<file path="src/rtl/kcpsmx_intc.sv">
// kcpsmx_intc: interrupt controller sitting in front of the kcpsmx core.
// Latches peripheral requests, masks and prioritises them, and runs the
// request / acknowledge / service handshake with the core.
//
// Ports:
//   clk           rising-edge clock
//   reset         synchronous, active-low
//   irq_src       peripheral request lines (NUM_SRC)
//   port_id       core I/O address
//   write_strobe  core output strobe, out_port carries the data
//   read_strobe   core input strobe, in_port returns the data
//   in_port       combinational read data, 0 when nothing is addressed
//   interrupt     request to the core
//   interrupt_ack one-cycle acknowledge from the core
//   active_src    index of the source being serviced
//
// Register map (offset from BASE_ADDR):
//   +0 STATUS RO, +1 MASK RW, +2 CLEAR WO (w1c),
//   +3 VECTOR RO {valid,4'b0,idx}, +4 EDGE_CFG RW (1 = rising edge)
module kcpsmx_intc #(
    parameter int NUM_SRC    = 8,
    parameter int PORT_DEPTH = 8,
    parameter int PORT_WIDTH = 8,
    parameter logic [PORT_DEPTH-1:0] BASE_ADDR = PORT_DEPTH'(8'hE0)
) (
    input  logic                  clk,
    input  logic                  reset,
    input  logic [NUM_SRC-1:0]    irq_src,
    input  logic [PORT_DEPTH-1:0] port_id,
    input  logic                  write_strobe,
    input  logic [PORT_WIDTH-1:0] out_port,
    input  logic                  read_strobe,
    output logic [PORT_WIDTH-1:0] in_port,
    output logic                  interrupt,
    input  logic                  interrupt_ack,
    output logic [2:0]            active_src
);

    typedef enum logic [1:0] {
        IDLE    = 2'd0,
        ASSERT  = 2'd1,
        SERVICE = 2'd2
    } state_t;

    state_t state_q;
    state_t state_d;
    logic [2:0] act_d;

    logic [NUM_SRC-1:0] pending;
    logic [NUM_SRC-1:0] mask;
    logic [NUM_SRC-1:0] edge_cfg;
    logic [NUM_SRC-1:0] src_q;

    logic [NUM_SRC-1:0] req;
    logic [NUM_SRC-1:0] set_v;
    logic [NUM_SRC-1:0] clr_v;
    logic [NUM_SRC-1:0] wdata;
    logic [7:0]         pend8;
    logic [7:0]         mask8;

    logic [PORT_DEPTH-1:0] offs;
    logic sel_status;
    logic sel_mask;
    logic sel_clear;
    logic sel_vector;
    logic sel_edge;

    logic       vec_valid;
    logic [2:0] vec_idx;
    logic [7:0] vec_word;

    // Address decode relative to the block base
    assign offs       = port_id - BASE_ADDR;
    assign sel_status = (offs == PORT_DEPTH'(0));
    assign sel_mask   = (offs == PORT_DEPTH'(1));
    assign sel_clear  = (offs == PORT_DEPTH'(2));
    assign sel_vector = (offs == PORT_DEPTH'(3));
    assign sel_edge   = (offs == PORT_DEPTH'(4));

    assign wdata = out_port[NUM_SRC-1:0];
    assign req   = pending & mask;
    assign pend8 = 8'(pending);
    assign mask8 = 8'(mask);

    // Edge-mode sources only fire on a 0->1 transition of the sampled line
    assign set_v = irq_src & (~edge_cfg | ~src_q);
    assign clr_v = (write_strobe && sel_clear) ? wdata : '0;

    // Lowest index wins: scan downwards so the last hit is the lowest
    always_comb begin
        vec_idx   = 3'd0;
        vec_valid = |req;
        for (int i = NUM_SRC - 1; i >= 0; i--) begin
            if (req[i]) begin
                vec_idx = 3'(i);
            end
        end
    end

    assign vec_word = {vec_valid, 4'b0000, vec_idx};

    always_comb begin
        in_port = '0;
        if (read_strobe) begin
            unique case (1'b1)
                sel_status: in_port = PORT_WIDTH'(pending);
                sel_mask:   in_port = PORT_WIDTH'(mask);
                sel_vector: in_port = PORT_WIDTH'(vec_word);
                sel_edge:   in_port = PORT_WIDTH'(edge_cfg);
                default:    in_port = '0;
            endcase
        end
    end

    always_ff @(posedge clk) begin
        if (!reset) begin
            pending  <= '0;
            mask     <= '0;
            edge_cfg <= '1;
            src_q    <= '0;
        end else begin
            src_q   <= irq_src;
            // Set after clear so a same-cycle request survives
            pending <= (pending & ~clr_v) | set_v;
            if (write_strobe && sel_mask) begin
                mask <= wdata;
            end
            if (write_strobe && sel_edge) begin
                edge_cfg <= wdata;
            end
        end
    end

    always_ff @(posedge clk) begin
        if (!reset) begin
            state_q    <= IDLE;
            active_src <= 3'd0;
        end else begin
            state_q    <= state_d;
            active_src <= act_d;
        end
    end

    always_comb begin
        state_d   = state_q;
        act_d     = active_src;
        interrupt = 1'b0;
        unique case (state_q)
            IDLE: begin
                if (|req) begin
                    state_d = ASSERT;
                end
            end
            ASSERT: begin
                interrupt = 1'b1;
                if (interrupt_ack) begin
                    state_d = SERVICE;
                    act_d   = vec_idx;
                end else if (!(|req)) begin
                    // Request withdrawn before the core took it
                    state_d = IDLE;
                end
            end
            SERVICE: begin
                if (!pend8[active_src] || !mask8[active_src]) begin
                    state_d = IDLE;
                end
            end
            default: begin
                state_d = IDLE;
            end
        endcase
    end

endmodule

</file>
<file path="config.mk">
export PLATFORM = sky130hd
export DESIGN_NAME = kcpsmx_intc
export DESIGN_NICKNAME = d
export VERILOG_FILES = /design/src/rtl/kcpsmx_intc.sv
export SDC_FILE = /design/constraint.sdc
export NUM_CORES = 1
export LEC_CHECK = 0
export CAP_MARGIN = 10
export CORE_ASPECT_RATIO = 1.75
export CORE_UTILIZATION = 42
export DETAILED_ROUTE_END_ITERATION = 10
export GPL_TIMING_DRIVEN = 0
export PLACE_DENSITY = 0.76
export SKIP_LAST_GASP = 1
export SYNTH_ARGS = -nofsm -noshare
export SYNTH_HDL_FRONTEND = slang
export SYNTH_SLANG_ARGS = --single-unit
</file>
<file path="constraint.sdc">
create_clock -name clk -period 2.8 [get_ports clk]
set_input_delay 0.56 -clock clk [delete_from_list [all_inputs] [get_ports clk]]
set_output_delay 0.56 -clock clk [all_outputs]
set_load 0.05 [all_outputs]
</file>
# Yosys cells after proc, flatten, opt, wreduce, memory -nomap -nowiden
# Index checks and enable logic that the tools add are counted.
word_totals:
  regBits: 37
  output_inout_bits: 12
  word_cells: 57
  in_bits: 29
op_classes:
  n_bitwise: 8
  n_lt_le_gt_ge: 1
  eq_ne: 9
  muxes: 21
  n_addsub: 1
  reduce_logical: 11
ops:
  columns: ["cell", "n"]
  rows:
  - ["$pmux W8 S4", 1]
  - ["$and A8 B8 Y8", 3]
  - ["$mux W3", 8]
  - ["$not A8 Y8", 3]
  - ["$eq A8 B2 Y1 const B", 2]
  - ["$mux W8", 2]
  - ["$or A8 B8 Y8", 2]
  - ["$eq A8 B1 Y1 const B", 1]
  - ["$eq A8 B3 Y1 const B", 1]
  - ["$logic_not A8 Y1", 1]
  - ["$mux W2", 4]
  - ["$reduce_or A8 Y1", 1]
  - ["$sub A8 B8 Y8 const B", 1]
  - ["$bmux W1 S3", 2]
  - ["$pmux W2 S3", 1]
  - ["$lt A3 B4 Y1 const B", 1]
  - ["$ne A2 B2 Y1 const B", 2]
  - ["$logic_and A1 B1 Y1", 3]
  - ["$mux W1", 3]
  - ["$ne A3 B3 Y1 const B", 1]
  - ["$reduce_and A3 Y1", 1]
  - ["$eq A2 B1 Y1 const B", 1]
  - ["$eq A2 B2 Y1 const B", 1]
  - ["$logic_not A1 Y1", 2]
  - ["other kinds (3)", 3]

# Longest topological paths before layout
depth:
  ltp_word: 11
  depth_mapped: 7
  depth_no_buf: 6

# Worst setup path before layout
# OpenSTA, ideal clock, no wires.
synth_timing:
  path_kind: "input -> output"
  from: "input port port_id[5]"
  to: "output port in_port[3]"
  n_path_buf: 0
  required_ps: 2240
  cell_stages: 5
  slack_ps: -127
  t_arrival_ps: 2367
  cell_sequence: "ha_1 -> or4b_4 -> nor3_2 -> nand3_1 -> nor2_1"
synth_via:
  elab_chain_cells: 4
  word_cells_on_any_way: 7
  cone_classes: "add/sub: 1; eq/ne: 3; mux: 2; reduce/logical: 1"
synth_rtl:
  columns: ["item", "line", "rtl"]
  rows:
  - ["from (decl)", "29", "input logic [PORT_DEPTH-1:0] port_id,"]
  - ["$sub A8 B8 Y8 *", "73", "assign offs = port_id - BASE_ADDR;"]
  - ["$eq A8 B3 Y1 (tied with other cells)", "78", "assign sel_edge = (offs == PORT_DEPTH'(4));"]
  - ["$pmux W8 S4 *", "105", "unique case (1'b1)"]
  - ["$mux W8 *", "104", "if (read_strobe) begin"]
  - ["to (decl)", "33", "output logic [PORT_WIDTH-1:0] in_port,"]
# Mark *: on every way between the ends. The rest lies on a longest branch, timed or not.

# Final worst setup path
layout_timing:
  from: "input port port_id[0]"
  to: "output port in_port[2]"
# Same word-level chain as after synthesis.

==> flow_summary.ini <==
[route]
wl_met2_um = 2637
routed_wl_um = 4693
drt_pass1_iterations = 4
drc = 0
avgRoutedWirePerCell_um = 14.99
met3_length_um = 162
drt_iter0_markers = 33
dr.max_layer_used = met4
met1Wirelength_um = 1802
vias = 1697
ant_nets = 0
via_per_inst = 5.422

[global_routing]
grt_max_degree = 12
grt_pass1_wl_um = 7472
grtUsageTotal_pct = 21.30
overflow = 0
antenna_found_initial = 0
grt_pass1_vias = 1652

[clock_network]
postCtsHoldBufs = 0
cts_max_path_buffers = 2
htree_levels = 2
clock-sinks = 37
cts_root_buffer = clkbuf_8
cts_tree = yes
tritoncts.num_buffers = 5
clk_latency_ps = 280
clkTransAtPathRegs_ps = 70

[setup_path]
reg2reg_to = state_q[1]
r2r-start = pend8[3]
arrival_ps = 2180
critPathCaptureType = primary output
crit_fanout = 9
worst-r2r-setup-slack_ps = 1240
path_class = in2out
worst-r2r-cell-count = 5
start_kind = input port
cp.required_ps = 2240

[sta]
rsz0062_at_grt = true
tightest_slew_ps = 622.4
min_period_ps = 2739
hold_violations = 0
slew_headroom_pct = 58.20
post-route-period-util_pct = 97.83
setup_violations = 0
clock.fmax_mhz = 365.1
fin_ws_ps = 60.83
report.final.slew_viol_count = 0
fin_skew_ps = 6.351

[cells_and_area]
syn2layout_area_growth_pct = 36.27
final_nets = 293
final_cells = 313
antenna_cells = 0
nFillCells = 381
drive_above_1_share_pct = 17.80
fin_area_sq_mm = 0.002520

[worst_hold_path]
min_to = pend8[1]
whs_path_depth = 2
holdCritPathClass = reg2reg
hp-start = src_q[1]

[logic_synthesis]
synth_top_family_by_area = simple AND/OR/NAND/NOR gates
synth-simple-area-share_pct = 29.50
postSynthAreaPerCell_sq_um = 8.891
yosysWarnings = 0
ys_ff_latch = 37
synth_flop_cell = dfxtp_1
synth_xor_area_share_pct = 0.4736
synth_edf_count = 0
synth_cells = 208
yosysUniqueCellTypes = 35
synth_compound_area_share_pct = 11.10
syn_nets = 238
syn_area_sq_mm = 0.001849
synthArstFlopShare_pct = 0
yosysSeqAreaShare_pct = 40.05
yosys.area.top_type_share_pct = 40.05
synth.largest_area_cell = dfxtp_1
synthAdderAreaFrac_pct = 0.6766
synth_top_cells_by_area = dfxtp_1 40%, mux2i_1 13%, nand2_1 8.1%
synth_mux_area_share_pct = 15.43

[die]
initial_utilization_pct = 44.15
fp.dieW_um = 52.16
core_sq_mm = 0.004189
die_y_um = 89.78
dieArea_sq_mm = 0.004683
placementRows = 31
num_io_pins = 41

[placement]
post-dp-hpwl_um = 3442
gp_congestion = 0.9161
io_buffers = 39
placed_cells = 296
place_ws_ps = -1043
placed_cell_area_sq_mm = 0.002306

[power]
ir_drop_uv = 375.9
leakagePower_uw = 0.0009427
power.density_mw_per_mm2 = 414.4

[run_status]
status = complete, no violations

[job]
cap_violations = 0
timing repair:
action / CTS / global route
pin swaps: 8 / 3
endpoints found under the setup margin: 8 / 8
gates cloned: 0 / 0
setup buffers: 2 / 7
resized for setup: 75 / 7
layout make-up:
| class | count | area (sq um) | share of cell area [%] |
|---|---|---|---|
| Clock inverter | 2 | 10.01 | 0.3972 |
| Tap cell | 49 | 61.31 | 2.433 |
| Multi-Input combinational cell | 162 | 1109 | 43.99 |
| Timing Repair Buffer | 48 | 459.2 | 18.22 |
| Clock buffer | 6 | 72.57 | 2.880 |
| Buffer | 9 | 67.56 | 2.681 |
| Sequential cell | 37 | 740.7 | 29.39 |
per-layer routing:
metal | up-vias | GRT usage, %
met5 | - | 0
li1 | 837 | -
met2 | 42 | 39.64
met1 | 810 | 21.31
met3 | 8 | 4.399
met4 | 0 | 9.211
layout by cell type (no fill, tap or decap), drive strengths merged, types with 3 or more instances in the layout:
cell,n
mux2i,24
a21oi,11
buf,24
clkdlybuf4s50,27
and2,10
nand2,40
nand3,4
a32o,3
dfxtp,37
a22oi,6
nor2,18
clkbuf,10
nor2b,18
logic make-up after synthesis:
family | Yosys count
and+or+nand+nor | 105
DFF | 37
AOI/OAI and AO/OA | 29
muxes | 26
buffers and inverters | 9
xor gates and xnor gates | 1
adders and majority gates | 1
metrics by stage:
| step | total power (uW) | TNS [ps] | util [%] | hold WS [ps] |
|---|---|---|---|---|
| floorplan | 623.2 | -718.8 | - | 441.2 |
| global placement | 684.6 | -8165 | 55.05 | 455.7 |
| detailed placement | 686.8 | -8724 | 55.05 | 476.9 |
| CTS | 1040 | 0 | 58.69 | 502.6 |
| global route | 1088 | -31.39 | 60.16 | 530.6 |
| finish | 1044 | 0 | 60.16 | 497.1 |
state kept, by name, indices dropped and copies added (netlist names):
| signal | cells |
|---|---|
| pend8 | 8 |
| mask | 8 |
| edge_cfg | 8 |
| src_q | 8 |
| active_src | 3 |
| state_q | 2 |
synth_stat cells (2+ instances only):
library cell	count
a21oi_1	11
mux2i_1	24
nor2_1	18
dfxtp_1	37
o32a_1	2
nand3_1	4
nor2b_1	18
nand2_1	40
a21boi_0	2
nand4_1	2
a2bb2oi_1	2
buf_6	2
a22oi_1	6
nand2b_1	2
and2_1	10
mux4_2	2
a32o_1	3
buf_2	2
clkbuf_1	5
where the power goes:
part	switching, uW	internal, uW	total [uW]
Combinational	58.7	77.1	136
Sequential	11.7	542	554
Clock	182	172	354
worst max path at each step:
stage,from,endpoint
after global routing,port_id[0],in_port[2]
final,port_id[0],in_port[2]
after detailed placement,port_id[5],in_port[6]
after global placement,port_id[5],in_port[5]
after floorplan,port_id[5],in_port[3]
after CTS,port_id[0],in_port[2]
critical path: stages:
cell,delay (ps)
clkdlybuf4s50_1,510
buf_6,150
nor2b_2,190
nand2_1,90
o32a_1,370
nor2_1,130
buf_6,180
(Power assumes the default switching activity.)
